==> config.mk <==
export PLATFORM = sky130hd
export DESIGN_NAME = mem_arbiter_r0
export DESIGN_NICKNAME = d
export VERILOG_FILES = /design/src/rtl/mem_arb_pkg.sv /design/src/rtl/mem_lane_align.sv /design/src/rtl/mem_arbiter_r0.sv
export SDC_FILE = /design/constraint.sdc
export NUM_CORES = 1
export LEC_CHECK = 0
export CAP_MARGIN = 20
export CELL_PAD_IN_SITES_DETAIL_PLACEMENT = 1
export CELL_PAD_IN_SITES_GLOBAL_PLACEMENT = 2
export CORE_MARGIN = 2
export CORE_UTILIZATION = 29
export CTS_BUF_LIST = sky130_fd_sc_hd__clkbuf_16
export CTS_CLUSTER_DIAMETER = 60
export DETAILED_ROUTE_END_ITERATION = 16
export PLACE_DENSITY_LB_ADDON = 0.1
export SLEW_MARGIN = 20
export SYNTH_ARGS = -nofsm -noshare
export SYNTH_HDL_FRONTEND = slang
export SYNTH_HIERARCHICAL = 1
export SYNTH_SLANG_ARGS = --single-unit
==> constraint.sdc <==
create_clock -name clk -period 4.3 [get_ports clk]
set_input_delay 0.86 -clock clk [delete_from_list [all_inputs] [get_ports clk]]
set_output_delay 0.86 -clock clk [all_outputs]
set_load 0.01 [all_outputs]
==> src/rtl/mem_arb_pkg.sv <==
// Shared encodings for the instruction/data memory arbiter.
package mem_arb_pkg;

    // Access size encodings as produced by the decoder (memDataSize).
    localparam logic [1:0] SZ_BYTE = 2'b00;
    localparam logic [1:0] SZ_HALF = 2'b01;
    localparam logic [1:0] SZ_WORD = 2'b10;

    // Byte-enable patterns before shifting to the addressed lane.
    localparam logic [3:0] BE_BYTE = 4'b0001;
    localparam logic [3:0] BE_HALF = 4'b0011;
    localparam logic [3:0] BE_WORD = 4'b1111;

    typedef enum logic [1:0] {
        IDLE  = 2'b00,
        FETCH = 2'b01,
        DATA  = 2'b10
    } arb_state_t;

    // True when the access cannot be performed at this byte offset.
    // The reserved size code is always rejected.
    function automatic logic f_misaligned(input logic [1:0] size, input logic [1:0] off);
        case (size)
            SZ_BYTE: f_misaligned = 1'b0;
            SZ_HALF: f_misaligned = off[0];
            SZ_WORD: f_misaligned = |off;
            default: f_misaligned = 1'b1;
        endcase
    endfunction

endpackage

==> src/rtl/mem_lane_align.sv <==
// Little-endian byte-lane steering: store enables/replication and load extract/extend.
module mem_lane_align
    import mem_arb_pkg::*;
(
    input  logic [1:0]  i_size,
    input  logic [1:0]  i_off,
    input  logic        i_signed,
    input  logic [31:0] i_wdata,
    input  logic [31:0] i_rdata,
    output logic [3:0]  o_be,
    output logic [31:0] o_wdata,
    output logic [31:0] o_rdata
);

    logic [31:0] w_lane;

    // Store path: shift the enable pattern to the lane, replicate data across lanes.
    always_comb begin
        o_be    = '0;
        o_wdata = '0;
        case (i_size)
            SZ_BYTE: begin
                o_be    = BE_BYTE << i_off;
                o_wdata = {4{i_wdata[7:0]}};
            end
            SZ_HALF: begin
                o_be    = BE_HALF << i_off;
                o_wdata = {2{i_wdata[15:0]}};
            end
            SZ_WORD: begin
                o_be    = BE_WORD;
                o_wdata = i_wdata;
            end
            default: begin
                o_be    = '0;
                o_wdata = '0;
            end
        endcase
    end

    // Load path: bring the addressed lane down to bit 0, then zero/sign extend.
    always_comb begin
        w_lane  = i_rdata >> {i_off, 3'b000};
        o_rdata = '0;
        case (i_size)
            SZ_BYTE: o_rdata = {{24{i_signed & w_lane[7]}}, w_lane[7:0]};
            SZ_HALF: o_rdata = {{16{i_signed & w_lane[15]}}, w_lane[15:0]};
            SZ_WORD: o_rdata = i_rdata;
            default: o_rdata = '0;
        endcase
    end

endmodule

==> src/rtl/mem_arbiter_r0.sv <==
// Arbiter sharing one single-port memory between instruction fetch and load/store.
module mem_arbiter_r0
    import mem_arb_pkg::*;
#(
    parameter int unsigned ADDR_WIDTH = 32,
    parameter int unsigned DATA_WIDTH = 32,
    parameter int unsigned TIMEOUT    = 255
) (
    input  logic                  clk,
    input  logic                  rst,
    input  logic                  if_req,
    input  logic [ADDR_WIDTH-1:0] if_addr,
    output logic [DATA_WIDTH-1:0] if_rdata,
    output logic                  if_valid,
    output logic                  if_err,
    input  logic                  d_req,
    input  logic                  d_we,
    input  logic [ADDR_WIDTH-1:0] d_addr,
    input  logic [DATA_WIDTH-1:0] d_wdata,
    input  logic [1:0]            d_size,
    input  logic                  d_signed,
    output logic [DATA_WIDTH-1:0] d_rdata,
    output logic                  d_valid,
    output logic                  d_err,
    output logic                  mem_req,
    output logic                  mem_we,
    output logic [ADDR_WIDTH-1:0] mem_addr,
    output logic [3:0]            mem_be,
    output logic [DATA_WIDTH-1:0] mem_wdata,
    input  logic [DATA_WIDTH-1:0] mem_rdata,
    input  logic                  mem_ack,
    output logic                  stall
);

    localparam int unsigned     CW     = (TIMEOUT < 2) ? 1 : $clog2(TIMEOUT + 1);
    localparam logic [CW-1:0]   TO_CNT = CW'(TIMEOUT);

    arb_state_t      r_state, w_state_next;
    logic            r_last_data;
    logic [CW-1:0]   r_cnt;
    logic [CW-1:0]   w_cnt_inc;
    logic [1:0]      r_size;
    logic [1:0]      r_off;
    logic            r_sgn;
    logic            r_we;

    logic            w_if_elig, w_d_elig, w_pick_f, w_pick_d;
    logic            w_grant_f, w_grant_d, w_bad, w_done, w_abort, w_to;
    logic [1:0]      w_la_size, w_la_off;
    logic [3:0]      w_be;
    logic [31:0]     w_wdata, w_rdata_ext;

    // A requester showing its valid pulse this cycle is still holding the old request.
    assign w_if_elig = if_req & ~if_valid;
    assign w_d_elig  = d_req & ~d_valid;
    assign w_pick_f  = w_if_elig & (~w_d_elig | r_last_data);
    assign w_pick_d  = w_d_elig & ~w_pick_f;

    assign w_cnt_inc = r_cnt + CW'(1);
    assign w_to      = (TIMEOUT != 0) && (w_cnt_inc == TO_CNT);

    assign stall = (if_req & ~if_valid) | (d_req & ~d_valid);

    // The single lane aligner serves store steering at grant and load extraction at ack.
    assign w_la_size = (r_state == IDLE) ? d_size : r_size;
    assign w_la_off  = (r_state == IDLE) ? d_addr[1:0] : r_off;

    mem_lane_align u_align (
        .i_size   (w_la_size),
        .i_off    (w_la_off),
        .i_signed (r_sgn),
        .i_wdata  (d_wdata),
        .i_rdata  (mem_rdata),
        .o_be     (w_be),
        .o_wdata  (w_wdata),
        .o_rdata  (w_rdata_ext)
    );

    // State register.
    always_ff @(posedge clk or negedge rst) begin
        if (!rst) r_state <= IDLE;
        else      r_state <= w_state_next;
    end

    // Next state plus one-cycle control strobes for the datapath registers.
    always_comb begin
        w_state_next = r_state;
        w_grant_f    = 1'b0;
        w_grant_d    = 1'b0;
        w_bad        = 1'b0;
        w_done       = 1'b0;
        w_abort      = 1'b0;
        case (r_state)
            IDLE: begin
                if (w_pick_f) begin
                    w_grant_f = 1'b1;
                    w_bad     = f_misaligned(SZ_WORD, if_addr[1:0]);
                    if (!w_bad) w_state_next = FETCH;
                end else if (w_pick_d) begin
                    w_grant_d = 1'b1;
                    w_bad     = f_misaligned(d_size, d_addr[1:0]);
                    if (!w_bad) w_state_next = DATA;
                end
            end
            FETCH, DATA: begin
                w_done  = mem_ack;
                w_abort = ~mem_ack & w_to;
                if (w_done || w_abort) w_state_next = IDLE;
            end
            default: w_state_next = IDLE;
        endcase
    end

    // Registered outputs, memory port, fairness flag and wait counter.
    always_ff @(posedge clk or negedge rst) begin
        if (!rst) begin
            if_rdata    <= '0;
            if_valid    <= 1'b0;
            if_err      <= 1'b0;
            d_rdata     <= '0;
            d_valid     <= 1'b0;
            d_err       <= 1'b0;
            mem_req     <= 1'b0;
            mem_we      <= 1'b0;
            mem_addr    <= '0;
            mem_be      <= '0;
            mem_wdata   <= '0;
            r_last_data <= 1'b0;
            r_cnt       <= '0;
            r_size      <= '0;
            r_off       <= '0;
            r_sgn       <= 1'b0;
            r_we        <= 1'b0;
        end else begin
            if_valid <= 1'b0;
            if_err   <= 1'b0;
            d_valid  <= 1'b0;
            d_err    <= 1'b0;

            if (w_grant_f || w_grant_d) begin
                r_last_data <= w_grant_d;
                r_cnt       <= '0;
            end else if (r_state != IDLE && !w_done && !w_abort) begin
                r_cnt <= w_cnt_inc;
            end

            if (w_grant_f) begin
                if (w_bad) begin
                    if_valid <= 1'b1;
                    if_err   <= 1'b1;
                    if_rdata <= '0;
                end else begin
                    mem_req   <= 1'b1;
                    mem_we    <= 1'b0;
                    mem_addr  <= {if_addr[ADDR_WIDTH-1:2], 2'b00};
                    mem_be    <= BE_WORD;
                    mem_wdata <= '0;
                end
            end

            if (w_grant_d) begin
                if (w_bad) begin
                    d_valid <= 1'b1;
                    d_err   <= 1'b1;
                    d_rdata <= '0;
                end else begin
                    mem_req   <= 1'b1;
                    mem_we    <= d_we;
                    mem_addr  <= {d_addr[ADDR_WIDTH-1:2], 2'b00};
                    mem_be    <= d_we ? w_be : BE_WORD;
                    mem_wdata <= d_we ? w_wdata : '0;
                    r_size    <= d_size;
                    r_off     <= d_addr[1:0];
                    r_sgn     <= d_signed;
                    r_we      <= d_we;
                end
            end

            if (w_done || w_abort) begin
                mem_req <= 1'b0;
                mem_we  <= 1'b0;
                if (r_state == FETCH) begin
                    if_valid <= 1'b1;
                    if_err   <= w_abort;
                    if_rdata <= w_done ? mem_rdata : '0;
                end else begin
                    d_valid <= 1'b1;
                    d_err   <= w_abort;
                    d_rdata <= (w_done && !r_we) ? w_rdata_ext : '0;
                end
            end
        end
    end

endmodule

==> results of run 1 <==
==> area by class of cell <==
cell class | instances | area [um2]
inverters | 10 | 37.5
well taps | 341 | 427
flip-flops and latches | 155 | 3880
diodes | 2 | 5.00
clock inverters | 15 | 155
clock buffers | 17 | 425
multi-input cells | 550 | 3610
repair buffers | 290 | 2890
fillers | 2954 | 15300
==> flip-flops by register name, summed over array words and instances (netlist names) <==
register,count
if_rdata,32
mem_be,4
d_rdata,32
r_we,1
mem_we,1
r_last_data,1
r_cnt,8
mem_wdata,32
mem_req,1
if_err,1
r_off,2
d_valid,1
r_size,2
r_sgn,1
if_valid,1
d_err,1
mem_addr,32
r_state,2
==> final timing paths <==
path | from | end | slack [ns] | cells after the start
max in group asynchronous | rst | if_rdata[15]$_DFF_PN0_ | 2.83 | 2
max reg2reg | r_state[1]$_DFFE_PN0P_ | d_rdata[27]$_DFF_PN0_ | 0.98 | 9
min in group clk | mem_addr[19]$_DFF_PN0_ | mem_addr[19]$_DFF_PN0_ | 0.48 | 2
min reg2reg | mem_addr[19]$_DFF_PN0_ | mem_addr[19]$_DFF_PN0_ | 0.48 | 2
max | r_state[1]$_DFFE_PN0P_ | d_rdata[27]$_DFF_PN0_ | 0.98 | 9
min | rst | r_cnt[2]$_DFFE_PN0P_ | 0.47 | 1
==> Yosys cell counts, drive strengths merged, types with 2 or more instances <==
library cell,number,share of area (%)
a21o,28,2.7
a21boi,5,0.48
a221oi,3,0.42
nor2,10,0.51
a22o,65,7.3
a22oi,45,4.3
o2bb2ai,2,0.22
nand2b,3,0.24
o21a,4,0.38
a21oi,33,2.1
inv,9,0.43
nand2,162,7.8
mux2,19,2.8
ha,5,0.80
nand4,2,0.16
a32oi,2,0.46
and3,3,0.24
xor2,2,0.22
dfrtp,155,50
nand3b,9,0.86
o22a,4,0.45
o211ai,2,0.19
o31ai,2,0.26
o21ai,41,2.6
nor3,3,0.34
nand3,9,0.64
and2,14,1.1
mux2i,41,5.3
buf,21,1.8
nor2b,13,1.0
or2,2,0.16
o22ai,3,0.42
clkbuf,42,2.0
nand4b,2,0.22
and3b,3,0.34
==> metal layers <==
metal	GRT usage [%]	wire length (um)
met3	5.27	1460
met2	33.1	13200
met1	27.7	13500
met4	5.06	324
met5	0	13
==> logic make-up after synthesis <==
logic type      share of synthesized area, %
compound gates                          22.8
simple gates                            14.2
flops                                   49.6
buf+inv                                 4.31
mux                                     8.04
fa+ha+maj                              0.801
xor+xnor                               0.224
==> stage by stage <==
| stage | worst slack [ns] | utilization (%) | hold slack, ns |
|---|---|---|---|
| global route | 0.748 | 42.8 | 0.507 |
| CTS | 0.981 | 42.8 | 0.482 |
| global placement | 0.777 | 40.6 | 0.458 |
| finish | 0.979 | 42.8 | 0.473 |
| detailed placement | 0.692 | 40.6 | 0.462 |
| floorplan | 1.60 | - | 0.470 |
==> report_power, final <==
group	internal, mW	switching [mW]
registers	1.96	0.318
logic	1.76	1.86
clock network	0.784	0.753
==> metrics.txt, run 1 <==
outcome completed; Synth cell types 57; Clk Latency, worst-skew pair 0.44 ns; Reg clk slew, reported paths 0.08 ns; DRC 0; CTS tree yes; Num CTS Buffers 17; Die H 168 um; commonest non-fill, non-tap cell in the layout clkdlybuf4s50_1; IO buf count 275; initial antenna violation count 3; ys flop type dfrtp_1; relative slew slack 36.7%; RSZ-0062 raised after global routing false; Post-synth ARST share 100%; clock buffer depth 2; Die Area 0.0283 mm2; first-pass GRT wire length 44800 um; final setup violation count 0; Worst IR Drop VDD 0.000297 V; Clock Skew 0.0173 ns; Worst Hold Class in -> async; total power 7.43 mW; Critical Path Sink Type register; GRT Resource Usage Total 20.5%; sequential area share after synthesis 49.6%; Top delay family on crit path multiplexers; Initial Util 29.2%; Worst EP required 4.59 ns; Final TNS setup 0 ns; post-route ant nets 0; grt total ovfl 0; Total Routed Length 28400 um; Slew @ Worst Pin 0.949 ns; number of core rows 60; largest net degree at the start of global routing 93; fin cells 1380; DP HPWL 20200 um; pwr dens 650 mW/mm2; Final Slew Violations 0; layout cells sized above 1 7.81%; Root Driver clkbuf_16; Synthesis Warnings 6; initial drt markers 324; Final Hold Viols 0; core box area 0.0267 mm2; crit path cell chain inv_1 -> ha_1 -> mux2_2 -> mux2_2 -> a32oi_4 -> o22ai_4 -> a21o_1 -> nand2_1 -> mux2i_1; placed insts 1346; final instance area 0.0114 mm2; Worst Path Buf+Inv 1; syn_nets 920; CTS Sinks 155; Tcrit/Tclk final 77.2%; Mean Syn Cell Area 10.0 um2; leakage power total 4.98 nW; Netlist Area Pre-Place 0.00781 mm2; Final min period 3.32 ns; nets 1166; CTS Hold Buffers Added 0; drt wl/cell 20.6 um; H-tree lvl count 4; IO Pins 276; EDFF count, synth 0; buffer count from post-CTS setup fixing 0; vias per cell 5.00; post-CTS sizing 0; Worst Setup Path Type reg -> reg; startpoint types register; WP data arrival 3.61 ns; vias in the first global route 7421; Die W 168 um; MaxCap Viol Count 0; Pre-Repair DR Iteration Count 4; routed vias 6902; most frequent cells in the layout clkdlybuf4s50_1 (274), nand2_1 (162), dfrtp_1 (155); FMAX 0.301 GHz; Mapped Cells 778; placed inst area 0.0108 mm2; crit path max fanout 29; Syn-to-layout area delta 46.4%; Yosys reg bits 155; Most common cell on crit path mux2_2; max incr delay on CP 0.70 ns; crit path max-delay cell type mux2_2; routability congestion estimate from global placement 0.765
No activity file was read; power rests on OpenSTA's default activity.
==> run 2: changes to the inputs <==
--- a/config.mk
+++ b/config.mk
@@ -9,7 +9,7 @@
 export CELL_PAD_IN_SITES_DETAIL_PLACEMENT = 1
 export CELL_PAD_IN_SITES_GLOBAL_PLACEMENT = 2
 export CORE_MARGIN = 2
-export CORE_UTILIZATION = 29
+export CORE_UTILIZATION = 24
 export CTS_BUF_LIST = sky130_fd_sc_hd__clkbuf_16
 export CTS_CLUSTER_DIAMETER = 60
 export DETAILED_ROUTE_END_ITERATION = 16
==> constraint.sdc (replaced) <==
create_clock -name clk -period 2.9 [get_ports clk]
set_input_delay 0.58 -clock clk [delete_from_list [all_inputs] [get_ports clk]]
set_output_delay 0.58 -clock clk [all_outputs]
set_load 0.01 [all_outputs]
==> metrics.txt, run 2 (synthesized netlist as in run 1, its figures left out) <==
outcome completed; vias per cell 4.63; Worst Path Buf+Inv 1; most frequent cells in the layout clkdlybuf4s50_1 (274), nand2_1 (162), dfrtp_1 (155); Reg clk slew, reported paths 0.08 ns; placed insts 1472; core box area 0.0323 mm2; IO Pins 276; fin cells 1504; final setup margin 0.309 ns; routability congestion estimate from global placement 0.721; Slew @ Worst Pin 0.594 ns; Clk Latency, worst-skew pair 0.43 ns; MaxCap Viol Count 0; Die Area 0.0340 mm2; layout cells sized above 1 9.89%; Final Hold Viols 0; commonest non-fill, non-tap cell in the layout clkdlybuf4s50_1; GRT Resource Usage Total 17.9%; Die W 184 um; Worst Setup Path Type reg -> reg; vias in the first global route 7609; Final Slew Violations 0; Final TNS setup 0 ns; CTS tree yes; largest net degree at the start of global routing 55; Final min period 2.59 ns; nets 1191; crit path max fanout 16; FMAX 0.386 GHz; DRC 0; Pre-Repair DR Iteration Count 4; clock buffer depth 2; H-tree lvl count 4; Top delay family on crit path compound AO/OA/AOI/OAI gates; grt total ovfl 0; relative slew slack 60.4%; Tcrit/Tclk final 89.4%; CTS Sinks 155; crit path cell chain inv_1 -> ha_1 -> mux2_2 -> nor2_1 -> a32oi_4 -> o22ai_4 -> a21o_1 -> nand2_1 -> mux2i_1; pre-CTS setup slack 0.0889 ns; post-CTS sizing 0; Worst IR Drop VDD 0.000462 V; RSZ-0062 raised after global routing false; Ant. Diodes 0; Root Driver clkbuf_16; Critical Path Sink Type register; Worst EP required 3.25 ns; CTS Hold Buffers Added 0; drt wl/cell 19.7 um; pwr dens 950 mW/mm2; buffer count from post-CTS setup fixing 0; final setup violation count 0; total power 11.2 mW; Worst Hold Class in -> async; DP HPWL 21500 um; Clock Skew 0.0246 ns; Num CTS Buffers 17; Syn-to-layout area delta 50.6%; initial drt markers 293; post-route ant nets 0; Initial Util 24.2%; leakage power total 5.10 nW; startpoint types register; Total Routed Length 29600 um; first-pass GRT wire length 46300 um; max incr delay on CP 0.49 ns; IO buf count 275; initial antenna violation count 1; WP data arrival 2.94 ns; number of core rows 66; Die H 184 um; crit path max-delay cell type o22ai_4; routed vias 6956
-- run 2: final timing paths --
kind,from,endpoint,slack (ns),cells after the start
worst min-delay path,rst,if_rdata[11]$_DFF_PN0_,0.08,1
worst max register to register,r_state[1]$_DFFE_PN0P_,d_rdata[30]$_DFF_PN0_,0.31,9
worst max-delay path,r_state[1]$_DFFE_PN0P_,d_rdata[30]$_DFF_PN0_,0.31,9
worst min register to register,mem_addr[11]$_DFF_PN0_,mem_addr[11]$_DFF_PN0_,0.48,2
min in group clk,mem_addr[11]$_DFF_PN0_,mem_addr[11]$_DFF_PN0_,0.48,2
max in group asynchronous,rst,r_cnt[5]$_DFFE_PN0P_,2.04,2
-- run 2: area by class of cell --
class	instances	area, um2
clock buffer	17	425
clock inverter	15	129
fill	3603	20500
inverter	10	37.5
multi-input combinational	550	3610
sequential	155	3880
tap	442	553
timing repair buffer	315	3130
-- run 2: layer usage --
| layer | global-route usage [%] | part of all wire, % | vias up |
|---|---|---|---|
| met4 | 3.62 | 0.80 | 2 |
| met3 | 5.97 | 7.1 | 14 |
| met1 | 23.3 | 46 | 3442 |
| li1 | - | - | 3325 |
| met2 | 28.9 | 46 | 173 |
| met5 | 0 | 0.024 | - |
-- run 2: power breakdown --
part           switching, mW  total [mW]  internal, mW
Sequential             0.470        3.37          2.90
Clock                   1.06        2.19          1.13
Combinational           2.82        5.62          2.80
-- run 2: stage by stage --
| step | utilization (%) | cell area, um2 | hold slack (ns) |
|---|---|---|---|
| 3_3_place_gp | 34.7 | 11200 | 0.459 |
| 5_1_grt | 36.4 | 11800 | 0.101 |
| 3_5_place_dp | 34.7 | 11200 | 0.462 |
| 4_1_cts | 36.4 | 11800 | 0.0961 |
| 6_report | 36.4 | 11800 | 0.0775 |
| 2_1_floorplan | - | 7810 | 0.284 |
==> run 3: changes to the inputs <==
--- a/config.mk
+++ b/config.mk
@@ -14,7 +14,7 @@
 export CTS_CLUSTER_DIAMETER = 60
 export DETAILED_ROUTE_END_ITERATION = 16
 export PLACE_DENSITY_LB_ADDON = 0.1
-export SLEW_MARGIN = 20
+export SLEW_MARGIN = 0
 export SYNTH_ARGS = -nofsm -noshare
 export SYNTH_HDL_FRONTEND = slang
 export SYNTH_HIERARCHICAL = 1
==> results of run 3 <==
The final DEF is identical to that of run 2; final timing and power are the same.
